<file path="src/rtl/pe_operand_sequencer.sv">
// rtl/pe_operand_sequencer.sv - operand buffer and issue sequencer feeding one processing element
//
// Buffers a dot-product job of up to DEPTH (x, w) operand pairs, issues them
// to the PE one pair at a time, and returns the PE's final partial_sum on a
// valid/ready result port. No arithmetic is done here; the PE accumulates.
//
// Ports:
//   clk, n_rst          clock, synchronous active-low reset
//   op_wr_en/addr/x/w   operand buffer write port (accepted only while idle)
//   start, len          job launch and pair count (0..DEPTH, larger is clamped)
//   busy                high whenever a job is in flight or a result is pending
//   pe_x, pe_w          operand pair to the PE, held while waiting on it
//   pe_input_start      one-cycle pulse per issued pair
//   pe_stall            PE cannot accept a new pair
//   pe_data_ready       PE partial_sum is valid this cycle
//   pe_partial_sum      PE running sum
//   result/result_err   final sum and timeout-abort flag
//   result_valid/ready  result handshake

module pe_operand_sequencer #(
    parameter int DATA_W  = 32,
    parameter int DEPTH   = 8,
    parameter int TIMEOUT = 64
) (
    input  logic                     clk,
    input  logic                     n_rst,
    input  logic                     op_wr_en,
    input  logic [$clog2(DEPTH)-1:0] op_wr_addr,
    input  logic [DATA_W-1:0]        op_x,
    input  logic [DATA_W-1:0]        op_w,
    input  logic                     start,
    input  logic [$clog2(DEPTH):0]   len,
    output logic                     busy,
    output logic [DATA_W-1:0]        pe_x,
    output logic [DATA_W-1:0]        pe_w,
    output logic                     pe_input_start,
    input  logic                     pe_stall,
    input  logic                     pe_data_ready,
    input  logic [DATA_W-1:0]        pe_partial_sum,
    output logic [DATA_W-1:0]        result,
    output logic                     result_err,
    output logic                     result_valid,
    input  logic                     result_ready
);

    localparam int AW = $clog2(DEPTH);
    localparam int LW = AW + 1;
    localparam int TW = (TIMEOUT > 1) ? $clog2(TIMEOUT) : 1;

    localparam logic [LW-1:0] DEPTH_LEN  = LW'(DEPTH);
    localparam logic [TW-1:0] TIMER_LAST = TW'(TIMEOUT - 1);

    typedef enum logic [1:0] {
        ST_IDLE,
        ST_ISSUE,
        ST_WAIT,
        ST_DONE
    } state_t;

    state_t state_q, state_d;

    logic [AW-1:0]     idx_q, idx_d;
    logic [LW-1:0]     len_q, len_d;
    logic [DATA_W-1:0] acc_q, acc_d;
    logic [TW-1:0]     timer_q, timer_d;

    logic [DATA_W-1:0] pe_x_q, pe_x_d;
    logic [DATA_W-1:0] pe_w_q, pe_w_d;
    logic              pe_start_q, pe_start_d;
    logic [DATA_W-1:0] result_q, result_d;
    logic              err_q, err_d;
    logic              valid_q, valid_d;
    logic              busy_q, busy_d;

    logic [DATA_W-1:0] buf_x_q [DEPTH];
    logic [DATA_W-1:0] buf_w_q [DEPTH];

    logic [LW-1:0] len_eff;
    logic          last_pair;

    // Buffer contents survive reset. A write issued in the same cycle as start
    // lands before the first ISSUE cycle reads it, so the job always sees it.
    always_ff @(posedge clk) begin
        if (op_wr_en && (state_q == ST_IDLE) && ({1'b0, op_wr_addr} < DEPTH_LEN)) begin
            buf_x_q[op_wr_addr] <= op_x;
            buf_w_q[op_wr_addr] <= op_w;
        end
    end

    assign len_eff   = (len > DEPTH_LEN) ? DEPTH_LEN : len;
    assign last_pair = ({1'b0, idx_q} == (len_q - LW'(1)));

    always_ff @(posedge clk) begin
        if (!n_rst) begin
            state_q    <= ST_IDLE;
            idx_q      <= '0;
            len_q      <= '0;
            acc_q      <= '0;
            timer_q    <= '0;
            pe_x_q     <= '0;
            pe_w_q     <= '0;
            pe_start_q <= 1'b0;
            result_q   <= '0;
            err_q      <= 1'b0;
            valid_q    <= 1'b0;
            busy_q     <= 1'b0;
        end else begin
            state_q    <= state_d;
            idx_q      <= idx_d;
            len_q      <= len_d;
            acc_q      <= acc_d;
            timer_q    <= timer_d;
            pe_x_q     <= pe_x_d;
            pe_w_q     <= pe_w_d;
            pe_start_q <= pe_start_d;
            result_q   <= result_d;
            err_q      <= err_d;
            valid_q    <= valid_d;
            busy_q     <= busy_d;
        end
    end

    always_comb begin
        state_d    = state_q;
        idx_d      = idx_q;
        len_d      = len_q;
        acc_d      = acc_q;
        timer_d    = timer_q;
        pe_x_d     = pe_x_q;
        pe_w_d     = pe_w_q;
        pe_start_d = 1'b0;
        result_d   = result_q;
        err_d      = err_q;
        valid_d    = valid_q;

        unique case (state_q)
            ST_IDLE: begin
                if (start) begin
                    acc_d = '0;
                    if (len_eff == '0) begin
                        // Empty job: report a zero sum straight away.
                        result_d = '0;
                        err_d    = 1'b0;
                        valid_d  = 1'b1;
                        state_d  = ST_DONE;
                    end else begin
                        len_d   = len_eff;
                        idx_d   = '0;
                        state_d = ST_ISSUE;
                    end
                end
            end

            ST_ISSUE: begin
                if (!pe_stall) begin
                    pe_start_d = 1'b1;
                    pe_x_d     = buf_x_q[idx_q];
                    pe_w_d     = buf_w_q[idx_q];
                    timer_d    = '0;
                    state_d    = ST_WAIT;
                end
            end

            ST_WAIT: begin
                // data_ready is checked first so it wins over a same-cycle timeout.
                if (pe_data_ready) begin
                    acc_d = pe_partial_sum;
                    if (last_pair) begin
                        result_d = pe_partial_sum;
                        err_d    = 1'b0;
                        valid_d  = 1'b1;
                        state_d  = ST_DONE;
                    end else begin
                        idx_d   = idx_q + AW'(1);
                        state_d = ST_ISSUE;
                    end
                end else if (timer_q == TIMER_LAST) begin
                    // Abort: report whatever partial sum was last captured.
                    result_d = acc_q;
                    err_d    = 1'b1;
                    valid_d  = 1'b1;
                    state_d  = ST_DONE;
                end else begin
                    timer_d = timer_q + TW'(1);
                end
            end

            ST_DONE: begin
                if (result_ready) begin
                    valid_d = 1'b0;
                    state_d = ST_IDLE;
                end
            end

            default: begin
                state_d = ST_IDLE;
            end
        endcase
    end

    assign busy_d = (state_d != ST_IDLE);

    assign busy           = busy_q;
    assign pe_x           = pe_x_q;
    assign pe_w           = pe_w_q;
    assign pe_input_start = pe_start_q;
    assign result         = result_q;
    assign result_err     = err_q;
    assign result_valid   = valid_q;

endmodule

</file>
<file path="config.mk">
export PLATFORM = sky130hd
export DESIGN_NAME = pe_operand_sequencer
export DESIGN_NICKNAME = d
export VERILOG_FILES = /design/src/rtl/pe_operand_sequencer.sv
export SDC_FILE = /design/constraint.sdc
export NUM_CORES = 1
export LEC_CHECK = 0
export ABC_AREA = 1
export CORE_MARGIN = 3
export CORE_UTILIZATION = 52
export CTS_CLUSTER_DIAMETER = 120
export DETAILED_ROUTE_END_ITERATION = 8
export PLACE_DENSITY = 0.77
export SETUP_SLACK_MARGIN = 0.4
export SYNTH_ARGS = -nofsm -noshare
export SYNTH_HDL_FRONTEND = slang
export SYNTH_SLANG_ARGS = --single-unit
</file>
<file path="constraint.sdc">
create_clock -name clk -period 4 [get_ports clk]
set_input_delay 0.8 -clock clk [delete_from_list [all_inputs] [get_ports clk]]
set_output_delay 0.8 -clock clk [all_outputs]
set_load 0.005 [all_outputs]
</file>
==> results.py, run 1 <==
metrics = {
    "synth": {
        "synth_top_area_frac": 0.6096,
        "synth_fa_ha_area_frac": 0.001488,
        "synth_top_area_cell": "edfxtp_1",
        "ys_warn_count": 0,
        "avgSynthCellArea_um2": 11.96,
        "synth_compound_gate_area_share": 0.1180,
        "yosys.area_share.simple": 0.1175,
        "ys_seq_elements": 659,
        "synthCells": 2108,
        "synthTopCellsByArea": "edfxtp_1, dfxtp_1, nor2_1",
        "synth_mux_area_frac": 0,
        "synth_cell_types": 26,
        "ys_seq_area_frac": 0.7263,
        "synth-xor-area-share": 0.0006946,
        "synth_top_family_by_area": "compound AO/OA/AOI/OAI gates",
        "synth_nets": 2221,
        "syn_area_um2": 25220,
    },
    "timing": {
        "clock_skew_ns": 0.03254,
        "rsz0062_at_grt": "no",
        "relSlewSlack": 0.2671,
        "slew_viol_final": 0,
        "setup_viol": 0,
        "fin_crit_ns": 2.891,
        "hold_viol_final": 0,
        "worst_slew_pin_slew_ns": 1.099,
        "fmax_ghz": 0.3459,
        "timing.hold.ws_ns": 0.4687,
        "final.period_utilization": 0.7227,
    },
    "global_route": {
        "overflow": 0,
        "antenna_found_initial": 7,
        "grt_use_total": 0.2351,
        "grt_first_pass_wirelength_um": 94200,
        "grt_max_degree": 186,
        "grt_pass1_vias": 17150,
    },
    "cells_and_area": {
        "final_cell_mix": "edfxtp_1, nor2_1, o21ai_0, clkdlybuf4s50_1, nand3_1",
        "area_growth_pct": 18.40,
        "layout_commonest_cell": "edfxtp_1",
        "final_util": 0.6241,
        "drive_above_1_share": 0.06269,
        "design_area_um2": 29860,
        "fin_nets": 2373,
    },
    "setup_path": {
        "path_class": "flop to flop",
        "crit_top_cell": "nand2_1",
        "startpoint_type": "flop",
        "required_ns": 4.52,
        "cp_max_fo": 74,
        "critPathArrivalTime_ns": 3.42,
        "crit_chain": "inv_6 -> nand2_1 -> nand2_1 -> nor2_1 -> nand3_1 -> nand2_1 -> nand2_1 -> nand2_2 -> buf_4 -> nand3_1 -> nand2_1 -> nor2_1",
        "cp_top_family": "simple AND/OR/NAND/NOR gates",
        "path_buf_inv": 2,
        "critPathCaptureType": "flop",
        "crit_slowest_cell": "dfxtp_4",
        "max_stage_delay_ns": 0.69,
    },
    "clocking": {
        "clock_latency_ns": 0.65,
        "path_clk_slew_ns": 0.06,
        "cts_root_buffer": "clkbuf_16",
        "cts_buffer_depth": 3,
        "cts_resized": 0,
        "holdBufCountCts": 0,
        "cts_tree": "yes",
        "cts.sinks": 659,
        "cts_buffers": 61,
        "cts-htree-levels": 2,
        "cts_setup_buffers": 0,
    },
    "route": {
        "drtIter0Drc": 1985,
        "num_vias": 17500,
        "wl_per_cell_um": 20.89,
        "postRouteAntennaNets": 0,
        "viasPerCell": 5.971,
        "drcViolationCount": 0,
        "detail_route.first_pass.iterations": 5,
        "drt-total-wl_um": 61240,
    },
    "placed_design": {
        "place_area_um2": 27870,
        "numPortBuffers": 209,
        "place_congestion": 0.8257,
        "place_hpwl_um": 32870,
    },
    "floorplan": {
        "fp-row-count": 80,
        "die_width_um": 226.2,
        "initial_core_util": 0.5271,
        "core_area_um2": 47850,
        "die_area_um2": 51180,
        "die_h_um": 226.2,
        "io_pins": 210,
    },
    "power": {
        "ir_worst_vdd_mv": 0.3677,
        "p_leak_nw": 10.30,
        "powerDensity_nw_per_um2": 498.7,
    },
    "flow_run": {
        "max_cap_violations": 0,
    },
    "status": {
        "status": "complete, no violations",
    },
    "worst_hold_path": {
        "hold_class": "flop to flop",
    },
}
## cell usage after synthesis
master,count
buf_6,4
buf_2,29
dfxtp_1,147
buf_4,1
xor2_1,1
buf_1,12
o21ai_1,8
nor2_2,1
nand3_1,177
nand3b_1,1
nand4_1,4
or2_2,1
nor3_1,3
xnor2_1,1
o21ai_0,250
ha_1,3
nand2_1,153
clkbuf_1,105
a21oi_1,108
o221ai_1,128
nand2_2,1
edfxtp_1,512
inv_2,2
nor2_1,383
inv_1,70
a211oi_1,3
## per-layer routing
metal  part of all wire  vias up  track usage  wire length (um)
met5            0.00083        -            0                51
met2               0.48      834       0.3911             29440
li1                   -     7971            -                 -
met3              0.090      148      0.05226              5539
met4              0.026        8      0.07476              1617
met1               0.40     8539       0.3105             24590
## sequential cells by signal, indices dropped and copies added (netlist names), 2 cells and up
register / count
timer_q: 6
buf_x_q: 256
pe_x: 32
len_q: 4
buf_w_q: 256
acc_q: 32
pe_w: 32
result: 32
idx_q: 3
state_q: 2
## cell type report
cell class,count,area (um2)
repair buffers,240,2435
multi-input cells,1226,6067
diodes,3,7.507
fillers,3527,17990
well taps,615,769.5
clock inverters,37,332.8
flip-flops and latches,659,18330
clock buffers,79,1644
inverters,72,276.5
## per-stage QoR
stage	setup slack, ns	cells	total power [mW]	TNS (ns)
global route	0.9162	2929	15.42	0
finish	1.109	2931	14.89	0
CTS	1.135	2928	14.96	0
global placement	0.7730	2812	9.280	0
detailed placement	0.7301	2812	9.340	0
floorplan	-0.2165	2108	8.686	-110.83
## final timing paths
kind                            startpoint        end  slack [ns]  cells past startpoint
worst min register to register    pe_w[10]   pe_w[10]        0.47                      2
worst min-delay path              pe_w[10]   pe_w[10]        0.47                      2
worst max-delay path              idx_q[0]  result[7]        1.11                     12
worst max register to register    idx_q[0]  result[7]        1.11                     12
## logic make-up after synthesis
kind of cell	Yosys count
and+or+nand+nor	724
DFF	659
AOI/OAI and AO/OA	497
buffers and inverters	223
adders and majority gates	3
xor gates and xnor gates	2
## where the power goes
part           switching (mW)  leakage, nW  total (mW)  internal (mW)
sequential              0.122         5.83        7.71           7.59
clock                    2.50        0.958        5.68           3.18
combinational           0.964         3.51        1.51          0.542
total                    3.58         10.3        14.9           11.3
## worst min-delay path, stage by stage (launching register included)
cell and delay [ns]:
dfxtp_1 0.31, nand3_1 0.07, nand2_1 0.05
Note: power is estimated with default switching activity, not from simulation.
==> run 2: changes to the inputs <==
--- a/config.mk
+++ b/config.mk
@@ -7,10 +7,10 @@
 export LEC_CHECK = 0
 export ABC_AREA = 1
 export CORE_MARGIN = 3
-export CORE_UTILIZATION = 52
+export CORE_UTILIZATION = 53
 export CTS_CLUSTER_DIAMETER = 120
 export DETAILED_ROUTE_END_ITERATION = 8
-export PLACE_DENSITY = 0.77
+export PLACE_DENSITY = 0.75
 export SETUP_SLACK_MARGIN = 0.4
 export SYNTH_ARGS = -nofsm -noshare
 export SYNTH_HDL_FRONTEND = slang
==> constraint.sdc (replaced) <==
create_clock -name clk -period 2.7 [get_ports clk]
set_input_delay 0.54 -clock clk [delete_from_list [all_inputs] [get_ports clk]]
set_output_delay 0.54 -clock clk [all_outputs]
set_load 0.005 [all_outputs]
==> results.py, run 2 (same netlist as run 1, synthesis figures left out) <==
metrics = {
    "status": {
        "status": "complete, no violations",
    },
    "global_route": {
        "grt_first_pass_wirelength_um": 93730,
        "antenna_found_initial": 4,
        "grt_use_total": 0.2374,
        "overflow": 0,
        "grt_max_degree": 179,
        "grt_pass1_vias": 17040,
    },
    "timing": {
        "fin_crit_ns": 2.302,
        "worst_slew_pin_slew_ns": 0.7899,
        "slew_viol_final": 0,
        "setup_viol": 0,
        "finalWorstSetupSlack_ns": 0.3977,
        "hold_viol_final": 0,
        "fmax_ghz": 0.4344,
        "final.period_utilization": 0.8527,
        "timing.hold.ws_ns": 0.4673,
        "rsz0062_at_grt": "yes",
        "clock_skew_ns": 0.01628,
        "relSlewSlack": 0.4734,
    },
    "clocking": {
        "cts_tree": "yes",
        "cts-htree-levels": 3,
        "cts_buffers": 67,
        "cts.sinks": 659,
        "cts_buffer_depth": 3,
        "clock_latency_ns": 0.59,
        "path_clk_slew_ns": 0.06,
        "cts_root_buffer": "clkbuf_16",
    },
    "cells_and_area": {
        "area_growth_pct": 20.37,
        "nFillCells": 3341,
        "final_cell_mix": "edfxtp_1, nor2_1, o21ai_0, clkdlybuf4s50_1, nand3_1",
        "reg_top3": "buf_w_q (256), buf_x_q (256)",
        "drive_above_1_share": 0.06990,
        "final_util": 0.6493,
        "layout_commonest_cell": "edfxtp_1",
        "design_area_um2": 30360,
        "fin_nets": 2390,
    },
    "route": {
        "drcViolationCount": 0,
        "num_vias": 17530,
        "wl_per_cell_um": 20.84,
        "detail_route.first_pass.iterations": 6,
        "drt-total-wl_um": 61310,
        "drtIter0Drc": 2122,
        "postRouteAntennaNets": 0,
        "viasPerCell": 5.957,
    },
    "setup_path": {
        "critPathArrivalTime_ns": 2.56,
        "critical_path_depth": 6,
        "cp_top_family": "simple AND/OR/NAND/NOR gates",
        "cp_max_fo": 40,
        "crit_top_cell": "nor2_1",
        "path_buf_inv": 2,
        "crit_slowest_cell": "dfxtp_1",
        "required_ns": 2.96,
        "rr_worst_depth": 6,
        "path_class": "flop to flop",
        "max_stage_delay_ns": 0.37,
        "startpoint_type": "flop",
        "crit_chain": "nor2_1 -> inv_1 -> nor2_1 -> nand2_1 -> nor2_4 -> buf_12",
        "critPathCaptureType": "flop",
    },
    "floorplan": {
        "core_area_um2": 46750,
        "fp-row-count": 79,
        "die_width_um": 224.1,
        "initial_core_util": 0.5394,
        "die_area_um2": 50240,
        "die_h_um": 224.1,
        "io_pins": 210,
    },
    "power": {
        "ir_worst_vdd_mv": 0.5822,
        "p_leak_nw": 10.52,
        "powerDensity_nw_per_um2": 747.6,
        "power_mw": 22.69,
    },
    "placed_design": {
        "place_area_um2": 28170,
        "place_hpwl_um": 34630,
        "place_ws_ns": 0.1205,
        "numPortBuffers": 209,
        "place_congestion": 0.8326,
    },
    "worst_hold_path": {
        "hold_depth": 2,
        "hold_class": "flop to flop",
    },
    "flow_run": {
        "max_cap_violations": 0,
    },
}
## run 2: worst min-delay path, delay by kind of cell, from the launching register on
kind          cells  cell delay, ns
flops             1            0.30
simple gates      2            0.12
## run 2: per-stage QoR
stage / TNS (ns) / instances
2_1_floorplan: -117.64 / 2108
3_3_place_gp: 0 / 2814
3_5_place_dp: 0 / 2814
4_1_cts: 0 / 2938
5_1_grt: 0 / 2940
6_report: 0 / 2942
## run 2: final timing paths
| check | start | endpoint | slack, ns |
|---|---|---|---|
| worst max-delay path | state_q[1] | buf_w_q[1][13] | 0.40 |
| worst min-delay path | pe_w[2] | pe_w[2] | 0.47 |
| worst max register to register | state_q[1] | buf_w_q[1][13] | 0.40 |
| worst min register to register | pe_w[2] | pe_w[2] | 0.47 |
## run 2: per-layer routing
layer	routed length, um	up-vias	GRT usage
li1	-	8002	-
met1	24390	8619	0.3132
met2	30460	805	0.3973
met3	5223	96	0.04456
met4	1224	4	0.08626
met5	18	-	0
## run 2: final cells by class
| class | count | area (um2) | area share |
|---|---|---|---|
| multi-input cells | 1226 | 6077 | 0.2002 |
| flip-flops and latches | 659 | 18330 | 0.6037 |
| diodes | 3 | 7.507 | 0.0002473 |
| well taps | 607 | 759.5 | 0.02502 |
| repair buffers | 251 | 2746 | 0.09047 |
| clock buffers | 105 | 1997 | 0.06578 |
| inverters | 72 | 276.5 | 0.009109 |
| clock inverters | 19 | 165.2 | 0.005441 |
## run 2: report_power, final
| group | leakage (nW) | switching, mW | internal, mW |
|---|---|---|---|
| combinational | 3.64 | 1.49 | 0.849 |
| clock | 1.05 | 3.76 | 5.22 |
| sequential | 5.83 | 0.131 | 11.2 |
## run 2: what timing repair did
item | 4_1_cts | 5_1_grt
resized for setup | 0 | 1
buffers inserted | 0 | 1
hold buffers | 0 | 0
endpoints found under the setup margin | 0 | 360
==> run 3: changes to the inputs <==
--- a/config.mk
+++ b/config.mk
@@ -12,6 +12,7 @@
 export DETAILED_ROUTE_END_ITERATION = 8
 export PLACE_DENSITY = 0.75
 export SETUP_SLACK_MARGIN = 0.4
+export SLEW_MARGIN = 25
 export SYNTH_ARGS = -nofsm -noshare
 export SYNTH_HDL_FRONTEND = slang
 export SYNTH_SLANG_ARGS = --single-unit
==> results.py, run 3 (same netlist as run 1, synthesis figures left out) <==
metrics = {
    "clocking": {
        "cts_buffer_depth": 3,
        "cts.sinks": 659,
        "clock_latency_ns": 0.60,
        "holdBufCountCts": 0,
        "cts_tree": "yes",
        "path_clk_slew_ns": 0.06,
        "cts_buffers": 66,
        "cts-htree-levels": 3,
        "cts_root_buffer": "clkbuf_16",
    },
    "power": {
        "powerDensity_nw_per_um2": 743.1,
        "ir_worst_vdd_mv": 0.5321,
        "swShare": 0.2393,
        "p_switching_mw": 5.385,
        "p_clk_frac": 0.391,
        "comb_power_share": 0.104,
        "p_leak_nw": 10.49,
        "pwr-share-seq": 0.505,
        "power.internal_mw": 17.12,
        "power_mw": 22.51,
    },
    "route": {
        "drcViolationCount": 0,
        "drtIter0Drc": 1964,
        "postRouteAntennaNets": 0,
        "wl_met2_um": 30030,
        "num_vias": 17490,
        "dr_wl_met3_um": 5100,
        "highest_layer": "met5",
        "viasPerCell": 5.951,
        "wl_per_cell_um": 20.69,
        "detail_route.first_pass.iterations": 6,
        "met1_length_um": 24060,
        "drt-total-wl_um": 60800,
    },
    "cells_and_area": {
        "final_util": 0.6478,
        "final_cell_mix": "edfxtp_1, nor2_1, o21ai_0, clkdlybuf4s50_1, nand3_1",
        "layout_commonest_cell": "edfxtp_1",
        "reg_top3": "buf_w_q (256), buf_x_q (256)",
        "nFillCells": 3322,
        "area_growth_pct": 20.09,
        "final_cells": 2939,
        "fin_nets": 2389,
        "drive_above_1_share": 0.07042,
    },
    "floorplan": {
        "die_h_um": 224.1,
        "core_area_um2": 46750,
        "fp-row-count": 79,
        "initial_core_util": 0.5394,
        "die_area_um2": 50240,
        "die_width_um": 224.1,
        "io_pins": 210,
    },
    "global_route": {
        "grt_max_degree": 179,
        "antenna_found_initial": 2,
        "grt_first_pass_wirelength_um": 93410,
        "grt_pass1_vias": 17130,
        "grt_use_total": 0.2366,
        "overflow": 0,
    },
    "placed_design": {
        "place_hpwl_um": 34600,
        "place_congestion": 0.8326,
        "numPortBuffers": 209,
        "dp_cells": 2814,
    },
    "setup_path": {
        "cp_top_family": "simple AND/OR/NAND/NOR gates",
        "required_ns": 2.95,
        "critPathLaunch": "state_q[1]",
        "critPathCaptureType": "flop",
        "crit_chain": "nor2_1 -> inv_1 -> nor2_1 -> nand2_1 -> nor2_4 -> buf_4",
        "path_buf_inv": 2,
        "startpoint_type": "flop",
        "critPathArrivalTime_ns": 2.53,
        "cp_max_fo": 18,
        "rr_startpoint": "state_q[1]",
        "path_class": "flop to flop",
        "max_stage_delay_ns": 0.37,
        "crit_slowest_cell": "dfxtp_1",
        "crit_top_cell": "nor2_1",
    },
    "timing": {
        "worst_slew_pin_slew_ns": 0.8692,
        "slew_viol_final": 0,
        "relSlewSlack": 0.4205,
        "clock_skew_ns": 0.02761,
        "fin_crit_ns": 2.283,
        "rsz0062_at_grt": "yes",
        "hold_viol_final": 0,
        "setup_viol": 0,
        "final.period_utilization": 0.8454,
        "fmax_ghz": 0.4381,
    },
    "worst_hold_path": {
        "hold_path_startpoint": "pe_x[31]",
        "hold_class": "flop to flop",
    },
    "flow_run": {
        "max_cap_violations": 0,
    },
    "status": {
        "status": "complete, no violations",
    },
}
## run 3: per-stage QoR
step	hold slack, ns	worst slack (ns)	cell area (um2)	TNS, ns
3_5_place_dp	0.4612	0.1185	28170	0
3_3_place_gp	0.4595	0.1725	28170	0
5_1_grt	0.4904	0.3103	30280	0
4_1_cts	0.4717	0.4281	30260	0
2_1_floorplan	0.4539	-0.2298	25240	-117.64
6_report	0.4673	0.4173	30290	0
## run 3: power groups by stage
stage / sequential, mW / combinational [mW] / clock [mW]
after detailed placement: 11.6 / 2.31 / 0
after floorplan: 11.6 / 1.29 / 0
after CTS: 11.4 / 2.32 / 8.93
final: 11.4 / 2.34 / 8.80
after global placement: 11.6 / 2.23 / 0
after global routing: 11.4 / 2.56 / 9.34
## run 3: cell type report
cell class / instances / area (um2) / share of cell area
repair buffers: 251 / 2750 / 0.09080
clock inverters: 24 / 227.7 / 0.007519
clock buffers: 97 / 1862 / 0.06147
diodes: 3 / 7.507 / 0.0002479
well taps: 607 / 759.5 / 0.02508
multi-input cells: 1226 / 6077 / 0.2007
inverters: 72 / 276.5 / 0.009130
flip-flops and latches: 659 / 18330 / 0.6051
## run 3: final timing paths
path,slack [ns],endpoint,depth (start not counted)
worst max-delay path,0.42,buf_x_q[7][31],6
worst min-delay path,0.47,pe_x[31],2
worst max register to register,0.42,buf_x_q[7][31],6
worst min register to register,0.47,pe_x[31],2
## run 3: routing by layer
layer | GRT usage | vias to the layer above
li1 | - | 8005
met1 | 0.3094 | 8529
met2 | 0.3977 | 812
met3 | 0.04456 | 142
met4 | 0.08873 | 2
met5 | 0 | -
## run 3: worst register-to-register path, stage by stage, from the launching register on
cell and delay (ns):
dfxtp_1 0.37, nor2_1 0.25, inv_1 0.14, nor2_1 0.31
nand2_1 0.32, nor2_4 0.20, buf_4 0.34
## run 3: repair_timing
| action | in CTS | in global routing |
|---|---|---|
| buffers inserted | 0 | 1 |
| endpoints found under the setup margin | 0 | 448 |
| resized for setup | 0 | 1 |
